### config.mk
export PLATFORM = sky130hd
export DESIGN_NAME = pc_sequencer_flat
export DESIGN_NICKNAME = d
export VERILOG_FILES = /design/src/rtl/pc_sequencer_pkg.sv /design/src/rtl/pc_sequencer_if.sv /design/src/rtl/pc_sequencer_ret_stack.sv /design/src/rtl/pc_sequencer.sv /design/src/flat_wrapper.sv
export SDC_FILE = /design/constraint.sdc
export NUM_CORES = 1
export LEC_CHECK = 0
export ABC_CLOCK_PERIOD_IN_PS = 2600
export CAP_MARGIN = 20
export CORE_ASPECT_RATIO = 1.2
export CORE_MARGIN = 1
export CORE_UTILIZATION = 55
export DETAILED_ROUTE_END_ITERATION = 8
export PLACE_DENSITY = 0.9
export SKIP_CTS_REPAIR_TIMING = 1
export SLEW_MARGIN = 25
export SYNTH_ARGS = -nofsm -noshare
export SYNTH_HDL_FRONTEND = slang
export SYNTH_HIERARCHICAL = 1
export SYNTH_SLANG_ARGS = --single-unit
### constraint.sdc
create_clock -name CLK -period 2.6 [get_ports CLK]
set_input_delay 0.26 -clock CLK [delete_from_list [all_inputs] [get_ports CLK]]
set_output_delay 0.26 -clock CLK [all_outputs]
set_load 0.05 [all_outputs]
### src/rtl/pc_sequencer_pkg.sv
// Shared encodings for the program-counter sequencer and the PC register.
package pc_sequencer_pkg;

    // Address width shared with the PC register (PC3 and PC8 concatenated)
    localparam int PC_ADDR_W = 11;

    typedef logic [2:0] op_t;
    typedef logic [1:0] err_t;
    typedef logic [1:0] state_t;

    // Next-address operations
    localparam op_t OP_SEQ    = 3'd0;
    localparam op_t OP_BRANCH = 3'd1;
    localparam op_t OP_JUMP   = 3'd2;
    localparam op_t OP_CALL   = 3'd3;
    localparam op_t OP_RET    = 3'd4;
    localparam op_t OP_HALT   = 3'd5;

    // Fault causes
    localparam err_t ERR_NONE = 2'd0;
    localparam err_t ERR_OVF  = 2'd1;
    localparam err_t ERR_UDF  = 2'd2;
    localparam err_t ERR_ILL  = 2'd3;

    // Sequencer states
    localparam state_t ST_RUN   = 2'd0;
    localparam state_t ST_HALT  = 2'd1;
    localparam state_t ST_FAULT = 2'd2;

endpackage

### src/rtl/pc_sequencer_if.sv
// Control and status bundle between the instruction decoder and the sequencer.
interface pc_sequencer_if #(
    parameter int ADDR_W      = pc_sequencer_pkg::PC_ADDR_W,
    parameter int STACK_DEPTH = 4
);
    localparam int SP_W = $clog2(STACK_DEPTH) + 1;

    logic              en;
    logic [2:0]        op;
    logic              cond;
    logic [ADDR_W-1:0] target;
    logic              resume;
    logic [ADDR_W-1:0] pc_out;
    logic              halted;
    logic              fault;
    logic [1:0]        err;
    logic [SP_W-1:0]   depth;

    modport master (
        output en, op, cond, target, resume,
        input  pc_out, halted, fault, err, depth
    );

    modport slave (
        input  en, op, cond, target, resume,
        output pc_out, halted, fault, err, depth
    );

endinterface

### src/rtl/pc_sequencer_ret_stack.sv
// Return-address LIFO. Only the pointer is reset; contents are don't-care.
module ret_stack #(
    parameter int WIDTH = 11,
    parameter int DEPTH = 4
) (
    input  logic                     CLK,
    input  logic                     RST_N,
    input  logic                     push,
    input  logic                     pop,
    input  logic [WIDTH-1:0]         din,
    output logic [WIDTH-1:0]         dout,
    output logic                     full,
    output logic                     empty,
    output logic [$clog2(DEPTH):0]   sp
);
    localparam int PTR_W = $clog2(DEPTH);
    localparam int SP_W  = PTR_W + 1;

    logic [WIDTH-1:0] mem_q [DEPTH];
    logic [SP_W-1:0]  sp_q, sp_d;
    logic [PTR_W-1:0] wr_idx, rd_idx;

    assign full   = (sp_q == SP_W'(DEPTH));
    assign empty  = (sp_q == '0);
    assign wr_idx = PTR_W'(sp_q);
    assign rd_idx = PTR_W'(sp_q - SP_W'(1));
    assign dout   = mem_q[rd_idx];
    assign sp     = sp_q;

    // Pointer update; push onto a full stack or pop from an empty one is ignored
    always_comb begin
        sp_d = sp_q;
        if (push && !full)
            sp_d = sp_q + SP_W'(1);
        else if (pop && !empty)
            sp_d = sp_q - SP_W'(1);
    end

    // Stack pointer register
    always_ff @(posedge CLK or negedge RST_N) begin
        if (!RST_N)
            sp_q <= '0;
        else
            sp_q <= sp_d;
    end

    // Entry storage, written at the current top on push
    always_ff @(posedge CLK) begin
        if (push && !full)
            mem_q[wr_idx] <= din;
    end

endmodule

### src/rtl/pc_sequencer.sv
// Next-address controller for the program counter, with return stack and
// halt/fault status. pc_out is registered so it settles before the PC
// register's falling-edge write.
module pc_sequencer import pc_sequencer_pkg::*; #(
    parameter int                ADDR_W       = PC_ADDR_W,
    parameter int                STACK_DEPTH  = 4,
    parameter logic [ADDR_W-1:0] RESET_VECTOR = '0
) (
    input  logic         CLK,
    input  logic         RST_N,
    pc_sequencer_if.slave bus
);
    localparam int SP_W = $clog2(STACK_DEPTH) + 1;

    state_t            state_q, state_d;
    logic [ADDR_W-1:0] pc_q, pc_d;
    err_t              err_q, err_d;
    logic [ADDR_W-1:0] pc_inc;
    logic              push, pop;
    logic [ADDR_W-1:0] stk_dout;
    logic              stk_full, stk_empty;
    logic [SP_W-1:0]   stk_sp;

    assign pc_inc = pc_q + ADDR_W'(1);

    ret_stack #(
        .WIDTH (ADDR_W),
        .DEPTH (STACK_DEPTH)
    ) u_ret_stack (
        .CLK   (CLK),
        .RST_N (RST_N),
        .push  (push),
        .pop   (pop),
        .din   (pc_inc),
        .dout  (stk_dout),
        .full  (stk_full),
        .empty (stk_empty),
        .sp    (stk_sp)
    );

    // Next-state, next-address and stack control; all fault decisions live here
    always_comb begin
        state_d = state_q;
        pc_d    = pc_q;
        err_d   = err_q;
        push    = 1'b0;
        pop     = 1'b0;
        case (state_q)
            ST_RUN: begin
                if (bus.en) begin
                    case (bus.op)
                        OP_SEQ:    pc_d = pc_inc;
                        OP_BRANCH: pc_d = bus.cond ? bus.target : pc_inc;
                        OP_JUMP:   pc_d = bus.target;
                        OP_CALL: begin
                            if (stk_full) begin
                                state_d = ST_FAULT;
                                err_d   = ERR_OVF;
                            end else begin
                                push = 1'b1;
                                pc_d = bus.target;
                            end
                        end
                        OP_RET: begin
                            if (stk_empty) begin
                                state_d = ST_FAULT;
                                err_d   = ERR_UDF;
                            end else begin
                                pop  = 1'b1;
                                pc_d = stk_dout;
                            end
                        end
                        OP_HALT:   state_d = ST_HALT;
                        default: begin
                            state_d = ST_FAULT;
                            err_d   = ERR_ILL;
                        end
                    endcase
                end
            end
            ST_HALT: begin
                // resume takes priority; en/op are not looked at while halted
                if (bus.resume) begin
                    state_d = ST_RUN;
                    pc_d    = pc_inc;
                end
            end
            default: begin
                // FAULT is sticky until reset
                state_d = state_q;
            end
        endcase
    end

    // State, address and fault-cause registers
    always_ff @(posedge CLK or negedge RST_N) begin
        if (!RST_N) begin
            state_q <= ST_RUN;
            pc_q    <= RESET_VECTOR;
            err_q   <= ERR_NONE;
        end else begin
            state_q <= state_d;
            pc_q    <= pc_d;
            err_q   <= err_d;
        end
    end

    assign bus.pc_out = pc_q;
    assign bus.halted = (state_q == ST_HALT);
    assign bus.fault  = (state_q == ST_FAULT);
    assign bus.err    = err_q;
    assign bus.depth  = stk_sp;

endmodule

### src/flat_wrapper.sv
// flat-port wrapper written by rule: the top's interface ports become plain ports
module pc_sequencer_flat import pc_sequencer_pkg::*;
#(
    parameter int                ADDR_W       = PC_ADDR_W,
    parameter int                STACK_DEPTH  = 4,
    parameter logic [ADDR_W-1:0] RESET_VECTOR = '0
)
  (CLK, RST_N, bus_en, bus_op, bus_cond, bus_target, bus_resume, bus_pc_out, bus_halted, bus_fault, bus_err, bus_depth);
  pc_sequencer_if #(.ADDR_W(ADDR_W), .STACK_DEPTH(STACK_DEPTH)) bus_i ();
  input  logic CLK;
  input  logic RST_N;
  input wire logic [$bits(bus_i.en)-1:0] bus_en;
  input wire logic [$bits(bus_i.op)-1:0] bus_op;
  input wire logic [$bits(bus_i.cond)-1:0] bus_cond;
  input wire logic [$bits(bus_i.target)-1:0] bus_target;
  input wire logic [$bits(bus_i.resume)-1:0] bus_resume;
  output wire logic [$bits(bus_i.pc_out)-1:0] bus_pc_out;
  output wire logic [$bits(bus_i.halted)-1:0] bus_halted;
  output wire logic [$bits(bus_i.fault)-1:0] bus_fault;
  output wire logic [$bits(bus_i.err)-1:0] bus_err;
  output wire logic [$bits(bus_i.depth)-1:0] bus_depth;
  assign bus_i.en = bus_en;
  assign bus_i.op = bus_op;
  assign bus_i.cond = bus_cond;
  assign bus_i.target = bus_target;
  assign bus_i.resume = bus_resume;
  assign bus_pc_out = bus_i.pc_out;
  assign bus_halted = bus_i.halted;
  assign bus_fault = bus_i.fault;
  assign bus_err = bus_i.err;
  assign bus_depth = bus_i.depth;
  pc_sequencer #(.ADDR_W(ADDR_W), .STACK_DEPTH(STACK_DEPTH), .RESET_VECTOR(RESET_VECTOR)) u_core (.CLK(CLK), .RST_N(RST_N), .bus(bus_i));
endmodule
==> impl_results.md, run 1 <==
* Fill count at about 360
* Worst Setup SP: u_core/u_ret_stack/sp[1]
* Setup TNS at 0 ps
* Met3 GRT Util at 0.0676
* Post-Syn Area per Cell at ~14 µm²
* Fin crit share at 0.922
* Leakage at 1.30 nW
* Largest area contributor in the netlist: edfxtp_1
* Post-synthesis mux area share at 0.0847
* Synthesized area at roughly 3100 µm²
* Max-slew violations at 0
* Largest net degree at the start of global routing at 23
* TritonCTS Buffers at 9
* Post-DRT Antenna Nets at 0
* Synth Area in Compound Gates at 0.138
* Post-synth top flop: edfxtp_1
* Worst Path Arrival at approximately 2400 ps
* Critical Path End: u_core/u_ret_stack/mem_q[1][2]
* # setup viols final at 0
* Worst Skew at 9.54 ps
* Vias/cell at roughly 6.3
* Initial DRC Count at approximately 320
* Async set-reset flop share out of synthesis at 0.290
* Global Route met2 Usage at 0.365
* Total GRT Usage at 0.250
* Worst relative slew slack at 0.385
* Die ar. at 5860 µm²
* R2R Path Start: u_core/u_ret_stack/sp[1]
* Crit. End Element: register
* Pwr dens at between 1000 and 1500 nW/µm²
* Post-synth EDFFs at between 40 and 50
* Sw frac at 0.412
* YS warnings at 6
* Comb pwr share at 0.427
* Worst skew pair latency at roughly 350 ps
* Sequential power share at 0.383
* DRC Markers at 0
* Die W at approximately 70 µm
* Vias post-DR at around 2,100
* Initial antenna violation count at 0
* Peak supply drop at between 0.6 and 0.7 mV
* HPWL after DPL at 4450 µm
* Fmax at between 0.4 and 0.5 GHz
* Reg2reg end: u_core/u_ret_stack/mem_q[1][2]
* Multi-input logic area at about 1200 µm²
* CTS tree: built
* Register area share after synthesis at 0.579
* P_int at 2.31 mW
* Crit-path max FO at 11
* Top post-synthesis cells by area: edfxtp_1 43%, dfrtp_1 15%, mux4_2 5.9%
* Core Rows at 29
* Final hold vios at 0
* Syn Inst Count at approximately 230
* Run status: finished clean
* Final GP Congestion at around 0.8
* I/O Buffers at 36
* Share of layout cells above drive strength 1 at 0.153
* Largest family of logic cells by synthesized area: compound AO/OA/AOI/OAI gates
* M1 GR Usage at 0.342
* # IOs at 37
* Yosys cell types at between 40 and 50
* Nets at slightly below 300
* Clock Pin Slew Worst Setup and Hold Paths at 70 ps
* Unrepaired setup endpoints after global routing: false
* Number of synthesized register bits at 62
* First-pass GRT wire length at roughly 11,000 µm
* FF-to-FF setup slack at slightly above 200 ps
* P_sw at approximately 1.6 mW
* Final WL at ~6600 µm
* Reg2reg path depth at 8
* Post-Synth Simple-Gate Area at 0.110
* Clock Power Share at 0.190
* Core Box Area at approximately 5300 µm²
* Layout area overhead at 18.6%
* Worst Path Required at between 2000 and 3000 ps
* Crit path kind: register to register
* Synthesized-area fraction occupied by adder cells at 0.0286
* Xor and xnor area share after synthesis at 0.0229
* Antenna cells at 0
* Post-Syn Nets at around 250
* Area share of the largest cell type after synthesis at 0.432
* GRT overflow at 0
* DR pass1 iterations at 4
* Initial Utilization at 0.573
* Clk root buf: clkbuf_8
* Die Span Y at between 80 and 90 µm
* Clk sinks at between 60 and 70
* Tmin final at ~2400 ps
* Gr busiest metal: met2
* Core Util, Final at 0.680
* Max_cap viols at 0
* Avg WL per Cell at between 20 and 25 µm
* Worst Tran Pin Value at just over 900 ps
* Max Root-Sink Buffers at 2
* CTS HTree Levels at 3
* Hold Crit Class: input pin to async pin
* Vias in the first global route at approximately 2,100
* CP startpoint kind: register
* FF+latch area at roughly 1800 µm²
[area by class of cell]
cell class                      count  share of cell area
Tap cell                           62              0.0214
Clock inverter                      7              0.0135
Timing Repair Buffer               40               0.108
Clock buffer                        9              0.0342
Multi-Input combinational cell    143               0.327
Sequential cell                    62               0.489
Inverter                            7             0.00725
[cell usage after synthesis (all sizes together) (7+ instances only)]
cell type   n
a21oi       7
a22oi      11
edfxtp     44
ha          7
nor2       12
o21ai      13
mux4       11
buf        12
a22o        8
dfrtp      18
nand2      10
inv         7
nand3       7
[stage by stage]
step                setup WS, ps  hold slack, ps  std cells  area, µm²  power [mW]
floorplan                    151           -35.6        225       3060        2.67
global placement             211             520        314       3440        3.13
detailed placement           159             527        314       3440        3.18
CTS                          151             429        330       3610        3.93
global route                58.8             457        330       3630        4.13
finish                       202             388        330       3630        3.94
[worst min-delay path by stage]
stage | startpoint | to | slack (ps) | depth (start not counted)
2_1_floorplan | RST_N | u_core/bus.err[0] | -40 | 0
3_3_place_gp | u_core/state_q[1] | u_core/state_q[1] | 520 | 1
3_5_place_dp | u_core/state_q[1] | u_core/state_q[1] | 530 | 1
4_1_cts | RST_N | u_core/u_ret_stack/sp[1] | 430 | 1
5_1_grt | RST_N | u_core/u_ret_stack/sp[2] | 460 | 1
6_report | RST_N | u_core/u_ret_stack/sp[2] | 390 | 1
[state kept, by name, summed over array words and instances, names as in the netlist]
signal / flops
u_core/u_ret_stack/mem_q: 44
u_core/bus.pc_out: 11
u_core/u_ret_stack/sp: 3
u_core/bus.err: 2
u_core/state_q: 2
[cell families (layout without fill, tap and decap cells)]
family	Yosys count	in the layout
AND/OR/NAND/NOR	58	58
buffers and inverters	20	63
flip-flops	62	62
multiplexers	11	11
adder cells (fa/ha/maj)	7	7
XOR/XNOR	8	8
AO/OA/AOI/OAI	59	59
[critical path, stage by stage (launching register included)]
cell,delay [ps]
dfrtp_1,420
inv_1,100
ha_1,230
and2_2,210
nor2_1,80
nand3_1,120
nor2_1,190
a21boi_4,330
and2_2,390
[power by group through the flow]
stage | registers [mW] | logic [mW] | clock network (mW)
after detailed placement | 1.52 | 1.66 | 0
after floorplan | 1.86 | 0.803 | 0
final | 1.51 | 1.68 | 0.748
after CTS | 1.50 | 1.67 | 0.760
after global routing | 1.52 | 1.79 | 0.814
after global placement | 1.51 | 1.62 | 0
[layout by cell type (no fill, tap or decap), types with 8 or more instances in the layout]
cell | synthesis | final
a22o_1 | 8 | 8
o21ai_0 | 8 | 8
clkdlybuf4s50_1 | 0 | 36
nand2_1 | 10 | 10
dfrtp_1 | 18 | 17
nor2_1 | 12 | 12
edfxtp_1 | 44 | 44
clkbuf_8 | 0 | 9
a22oi_1 | 11 | 11
mux4_2 | 8 | 8
[layer usage]
layer  share of wire  up-vias
met1            0.44     1012
met5               0        -
li1                -      956
met4           0.014        0
met2            0.48       87
met3           0.064       10
Power figures use the tool's default switching activity.
==> run 2: changes to the inputs <==
--- a/config.mk
+++ b/config.mk
@@ -6,7 +6,7 @@
 export NUM_CORES = 1
 export LEC_CHECK = 0
 export ABC_CLOCK_PERIOD_IN_PS = 2600
-export CAP_MARGIN = 20
+export CAP_MARGIN = 40
 export CORE_ASPECT_RATIO = 1.2
 export CORE_MARGIN = 1
 export CORE_UTILIZATION = 55
==> impl_results.md, run 2 (synthesized netlist as in run 1, its figures left out) <==
* GRT overflow at 0
* Final GP Congestion at 0.802
* Nets at roughly 290
* Run status: finished clean
* CTS tree: built
* Vias/cell at about 6.4
* Crit. End Element: register
* CP startpoint kind: register
* Unrepaired setup endpoints after global routing: true
* Core Rows at 29
* Worst Skew at approximately 11 ps
* Fin crit share at 0.948
* Max reg flops at 44
* Die ar. at just under 6000 µm²
* Worst relative slew slack at 0.641
* Initial antenna violation count at 0
* Peak supply drop at about 0.65 mV
* Share of layout cells above drive strength 1 at 0.156
* Commonest cells after routing, fill and taps aside: 44 x edfxtp_1, 36 x clkdlybuf4s50_1, 17 x dfrtp_1, 12 x nor2_1, 11 x a22oi_1
* Core Box Area at ~5300 µm²
* Max-slew violations at 0
* Die Span Y at 83.7 µm
* First-pass GRT wire length at 10,700 µm
* Final WS setup at roughly 130 ps
* Final WL at 6790 µm
* Fill count at approximately 360
* Worst Path Required at approximately 2600 ps
* Worst skew pair latency at ~350 ps
* Layout Cells excl Fill at roughly 330
* Max_cap viols at 0
* Biggest register: u_core/u_ret_stack/mem_q
* DRC Markers at 0
* Crit path kind: register to register
* Tot Pwr at between 4 and 5 mW
* Inst Count DP at 315
* I/O Buffers at 36
* # IOs at 37
* Hold Worst Slack at 149 ps
* Fmax at just over 0.4 GHz
* Worst Tran Pin Value at between 500 and 600 ps
* Vias post-DR at between 2,000 and 2,500
* Leakage at around 1.3 nW
* Hold Crit Class: input pin to async pin
* Tmin final at between 2000 and 2500 ps
* CTS HTree Levels at 3
* Final hold vios at 0
* Clk sinks at 62
* Die W at roughly 70 µm
* Clock Pin Slew Worst Setup and Hold Paths at roughly 70 ps
* DR pass1 iterations at 5
* Post-DRT Antenna Nets at 0
* Clk root buf: clkbuf_8
* Most common cell after layout, fill and taps aside: edfxtp_1
* Vias in the first global route at around 2,100
* # setup viols final at 0
* Layout area overhead at 19.6%
* Setup TNS at 0 ps
* Dpl ws at between 150 and 200 ps
* Initial DRC Count at 314
* Max Root-Sink Buffers at 2
* HPWL after DPL at between 4000 and 5000 µm
* Initial Utilization at 0.573
* Avg WL per Cell at approximately 20 µm
* TritonCTS Buffers at 9
* Largest net degree at the start of global routing at 23
* Total GRT Usage at 0.249
* Antenna cells at 0
* Crit-path max FO at 11
* Worst Path Arrival at between 2000 and 2500 ps
* Pwr dens at roughly 1100 nW/µm²
==> run 2: cell count changes in the layout (fill, tap and decap cells not counted) <==
cell       delta
and2_4        -3
bufinv_16     +1
clkinv_1      +1
clkbuf_4      +1
buf_6         +1
a21boi_2      +1
and2_2        +3
a21boi_4      -1
clkinv_2      -2
==> run 2: critical path, cell delays in order, from the launching register on <==
cell	delay [ps]
dfrtp_1	410
inv_1	100
ha_1	210
and2_2	200
nor2_1	80
nand3_1	120
nor2_1	170
a21boi_2	380
and2_2	440
==> run 2: area by class of cell <==
cell class                 instances  area [µm²]  share of cell area
sequential                        62        1770               0.485
multi-input combinational        143        1170               0.321
timing repair buffer              42         409               0.112
clock buffer                       9         124              0.0339
tap                               62        77.6              0.0212
clock inverter                     7        72.6              0.0198
inverter                           7        26.3             0.00718
==> run 2: layer usage <==
metal,share of wire,track usage
met1,0.44,0.343
met2,0.47,0.357
met3,0.061,0.0483
met4,0.031,0.171
met5,0,0
==> run 2: path summary, 6_finish.rpt <==
check                                         start                              to  slack (ps)  cells after the start
hold reg to reg                   u_core/state_q[1]               u_core/state_q[1]         540                      1
hold / removal                                RST_N        u_core/u_ret_stack/sp[1]         150                      1
min in group CLK                  u_core/state_q[1]               u_core/state_q[1]         540                      1
max in group asynchronous                     RST_N           u_core/bus.pc_out[10]        2030                      2
setup reg to reg           u_core/u_ret_stack/sp[1]  u_core/u_ret_stack/mem_q[3][6]         130                      8
setup / recovery           u_core/u_ret_stack/sp[1]  u_core/u_ret_stack/mem_q[3][6]         130                      8
==> run 2: where the power goes <==
part	switching (mW)	internal (mW)
registers	0.189	1.31
logic	1.03	0.658
clock network	0.401	0.443
==> run 2: through the flow <==
step | util | area (µm²)
after global routing | 0.686 | 3660
after global placement | 0.645 | 3440
after CTS | 0.684 | 3650
after floorplan | - | 3060
final | 0.686 | 3660
after detailed placement | 0.647 | 3450
